**src/rtl/fpcvt_pkg.sv**
```systemverilog
// ---------------------------------------------------------------------------
// fpcvt_pkg
//   Shared widths, constants and types for the magnitude->float converter.
//   The packed float is {sign, exp[EXP_W-1:0], sig[SIG_W-1:0]}; the
//   unrounded operand adds the first truncated bit (round bit) below sig.
// ---------------------------------------------------------------------------
package fpcvt_pkg;

    localparam int EXP_W = 3;
    localparam int SIG_W = 4;
    localparam int FP_W  = 1 + EXP_W + SIG_W;

    localparam logic [EXP_W-1:0] EXP_MAX    = '1;
    localparam logic [SIG_W-1:0] SIG_MAX    = '1;
    // Significand after a rounding carry: the carry becomes the new leading
    // one and the exponent absorbs the one-bit right shift.
    localparam logic [SIG_W-1:0] SIG_RENORM = {1'b1, {(SIG_W-1){1'b0}}};

    typedef struct packed {
        logic             sign;
        logic [EXP_W-1:0] exp;
        logic [SIG_W-1:0] sig;
    } fp8_t;

    typedef struct packed {
        logic             sign;
        logic [EXP_W-1:0] exp;
        logic [SIG_W-1:0] sig;
        logic             fifth;
    } unrounded_t;

endpackage : fpcvt_pkg

```
**src/rtl/fpcvt_round.sv**
```systemverilog
// ---------------------------------------------------------------------------
// fpcvt_round
//   Combinational round-half-up of an unrounded float, with renormalisation
//   on significand carry and saturation when the exponent cannot grow.
// Ports
//   op_i   in   unrounded_t   {sign, exp, sig, fifth}
//   fp_o   out  fp8_t         rounded, packed result
//   sat_o  out  1             result was clamped to the largest magnitude
// ---------------------------------------------------------------------------
module fpcvt_round
    import fpcvt_pkg::*;
(
    input  unrounded_t op_i,
    output fp8_t       fp_o,
    output logic       sat_o
);

    // One extra bit catches the carry out of the significand.
    logic [SIG_W:0] sig_r;
    assign sig_r = {1'b0, op_i.sig} + {{SIG_W{1'b0}}, op_i.fifth};

    always_comb begin
        // NOTE: every output gets a default before any branch so no path
        // leaves a value unassigned, which would infer a latch.
        fp_o.sign = op_i.sign;
        fp_o.exp  = op_i.exp;
        fp_o.sig  = sig_r[SIG_W-1:0];
        sat_o     = 1'b0;

        if (sig_r[SIG_W]) begin
            if (op_i.exp == EXP_MAX) begin
                fp_o.exp = EXP_MAX;
                fp_o.sig = SIG_MAX;
                sat_o    = 1'b1;
            end else begin
                fp_o.exp = op_i.exp + {{(EXP_W-1){1'b0}}, 1'b1};
                fp_o.sig = SIG_RENORM;
            end
        end
        // exp=MAX, sig=all-ones without a round bit is an out-of-domain
        // operand; it simply passes through above with sat_o=0.
    end

endmodule : fpcvt_round

```
**config.mk**
```make
export PLATFORM = sky130hd
export DESIGN_NAME = fpcvt_round
export DESIGN_NICKNAME = d
export VERILOG_FILES = /design/src/rtl/fpcvt_pkg.sv /design/src/rtl/fpcvt_round.sv
export SDC_FILE = /design/constraint.sdc
export NUM_CORES = 1
export LEC_CHECK = 0
export CORE_AREA = 8 8 45 47
export DETAILED_ROUTE_END_ITERATION = 7
export DIE_AREA = 0 0 53 55
export GPL_TIMING_DRIVEN = 0
export PLACE_DENSITY = 0.5
export SLEW_MARGIN = 10
export SYNTH_ARGS = -nofsm -noshare
export SYNTH_HDL_FRONTEND = slang
export SYNTH_SLANG_ARGS = --single-unit
```
**constraint.sdc**
```tcl
create_clock -name vclk -period 1.55
set_input_delay 0.155 -clock vclk [all_inputs]
set_output_delay 0.155 -clock vclk [all_outputs]
set_load 0.1 [all_outputs]
```
[After elaboration in Yosys (flattened, before gate mapping)]
Index checks and enable logic that the tools add are counted.
Cells by class
  equality and inequality tests: 1
  multiplexer cells: 4
  $add $sub $neg: 2
Operators by type and width (number)
  $mux 7: 2
  $add 4x1->5: 1
  $add 3x1->3 const B: 1
  $eq 3x3->1 const B: 1
  $mux 1: 2
Word-level totals
  input bits: 9
  flip-flop bits (word level): 0

[Longest topological paths before layout]
  depth after elaboration: 3
  gate-level depth with buffers: 5
  gate-level depth less buffers: 4

[Worst setup path after synthesis]
Ideal clock, no wire load.
  path kind: input to output
  from: in op_i[0] (netlist bit)
  to: out fp_o[4] (netlist bit)
  arrival time: 2364 ps
  path buffers: 1
  slack: -969 ps
  cell stages on the path: 5
  cells stage by stage: ha_1 > ha_1 > and3_1 > buf_6 > a21oi_1
RTL lines
  start, declared: RTL line fpcvt_round.sv:13  | input unrounded_t op_i,
  end, declared: RTL line fpcvt_round.sv:14  | output fp8_t fp_o,

[Worst setup path after layout]
  from: in op_i[8] (netlist bit)
  to: out fp_o[7] (netlist bit)
No word-level cell between the ends.

==> flow_summary.ini <==
[place]
dpl.hpwl_um = 674
place_ws_ps = -1240
port_buffers = 17
gp_congestion = 0.657
dp.cells = 57

[power]
powerDensity_mw_per_mm2 = 505
switching_power_uw = 169
vdd_drop_max_mv = 0.187
cellLeakagePower_nw = 0.204
combPwrFrac_pct = 100.0
switching_share_pct = 66.1
intPower_uw = 86.4
pwr-share-clk_pct = 0
seqPwrFrac_pct = 0

[run]
max_cap_violations = 0

[cells_and_area]
final_nets = 57
regArea_um2 = 0
synthToLayoutAreaGrowth_pct = 161
sequential_cell_total = 0
multi_input_area_um2 = 278
nFillCells = 139
diodes = 0
fin_cells = 59
drive_gt1_share_pct = 72.1
clock_buffers = 0

[setup_path]
endpoint_kind = primary output
cp.required_ps = 1390
critPathLaunch = op_i[8]
worstSetupPathType = input pin to primary output
arrival_ps = 1350
cp_cell_sequence = buf_4 > clkdlybuf4s50_1
path_buf_inv = 2
cp_slowest_cell = clkdlybuf4s50_1
cp_top_family = buffers and inverters
worstPathMaxFanout = 1
cpPeakStageDelay_ps = 1120
startpoint_type = input pin

[drt]
wire_per_inst_um = 14.5
vias_per_cell = 4.61
vias = 272
first_pass_iters = 3
drt-initial-drc-count = 2
drc = 0
drt_wl_total_um = 855
ant_nets = 0

[synthesis]
syn_area_um2 = 194
synthTopCellsByCount = 4 x a21oi_1, 3 x a31oi_1, 3 x ha_1
synth.largest_area_cell = ha_1
synth_area_leaders = ha_1 19%, mux2_4 15%, a21oi_1 10%
ys_types = 15
syn-mean-instance-area_um2 = 8.08
yosysMostFrequentCell = a21oi_1
syn-instance-count = 24
yosysWarnings = 0
synth_nets = 36
synth_top_area_share_pct = 19.4
seq_area_frac_synth_pct = 0

[floorplanning]
die_y_um = 55
num_rows = 14
core_area_mm2 = 0.00138
die_area_mm2 = 0.00292
ioPinCount = 18
die_w_um = 53
start_util_pct = 14.0

[global_routing]
overflow = 0
grt_pass1_wl_mm = 1.56
grt_max_degree = 8
grt_pass1_vias = 318
antenna_found_initial = 0
grt_usage_pct = 6.59

[timing]
rsz0062_at_grt = false
finalSetupTns_ps = 0
fin_crit_sh_pct = 97.3
finalHoldViolations = 0
fmax_mhz = 663
relSlewSlack_pct = 35.1
fin_crit_ps = 1510
worst_slew_pin_slew_ps = 971
worst_slack_ps = 42.5
setup_violations = 0
finalMaxSlewViolations = 0

[min_path]
min_from = op_i[2]
hold_path.class = input pin to primary output

[status]
status = finished, final reports clean

[clock_tree]
cts_hold_buf = 0
layer usage:
metal	vias up	routed length (um)	global-route usage (%)
met2	16	373	11.3
met5	-	0	0
met1	124	339	7.84
met4	0	0	0
met3	0	142	2.94
li1	132	-	-
cells in the final DEF, fill, tap and decap left out:
master           count
a21boi_0             1
a21o_2               1
a21oi_2              1
a21oi_4              3
a31oi_1              3
a41oi_4              1
and2_2               2
and2_4               1
and2b_2              1
and3_4               1
buf_12               2
buf_2                2
buf_4                7
buf_8                3
clkbuf_2             1
clkdlybuf4s50_1      2
dlygate4sd2_1        4
ha_4                 3
mux2_4               2
nand3_1              1
nor2_1               1
kinds of logic after synthesis:
logic type,after synthesis,share of synthesized area [%]
and+or+nand+nor,7,23.2
muxes,2,15.5
AOI/OAI and AO/OA,10,32.3
buffers and inverters,2,9.68
adders and majority gates,3,19.4
timing repair:
item / 4_1_cts / 5_1_grt
buffers inserted: 3 / 0
gates resized for setup: 78 / 2
pin swaps: 2 / 0
hold endpoints to repair: 0 / 0
setup endpoints to repair: 8 / 3
power by group through the flow:
| stage | combinational (mW) | sequential (mW) | clock, mW |
|---|---|---|---|
| global route | 0.269 | 0 | 0 |
| floorplan | 0.172 | 0 | 0 |
| CTS | 0.257 | 0 | 0 |
| finish | 0.255 | 0 | 0 |
| global placement | 0.235 | 0 | 0 |
| detailed placement | 0.239 | 0 | 0 |
stage by stage:
step           power, mW  instance area, um^2  hold slack (ps)  utilization (%)
3_3_place_gp       0.235                  463             1380             33.5
5_1_grt            0.269                  505              821             36.5
6_report           0.255                  505              798             36.5
3_5_place_dp       0.239                  463             1380             33.5
4_1_cts            0.257                  508              850             36.7
2_1_floorplan      0.172                  273              522                -
worst paths after layout:
check	end	slack, ps	depth (start not counted)
setup / recovery	fp_o[7]	40	2
hold / removal	fp_o[3]	800	3
final cells by class:
| type | instances | area share (%) |
|---|---|---|
| Tap cell | 16 | 3.96 |
| Timing Repair Buffer | 20 | 39.6 |
| Buffer | 1 | 1.49 |
| Multi-Input combinational cell | 22 | 55.0 |
No activity file was read; power rests on OpenSTA's default activity.
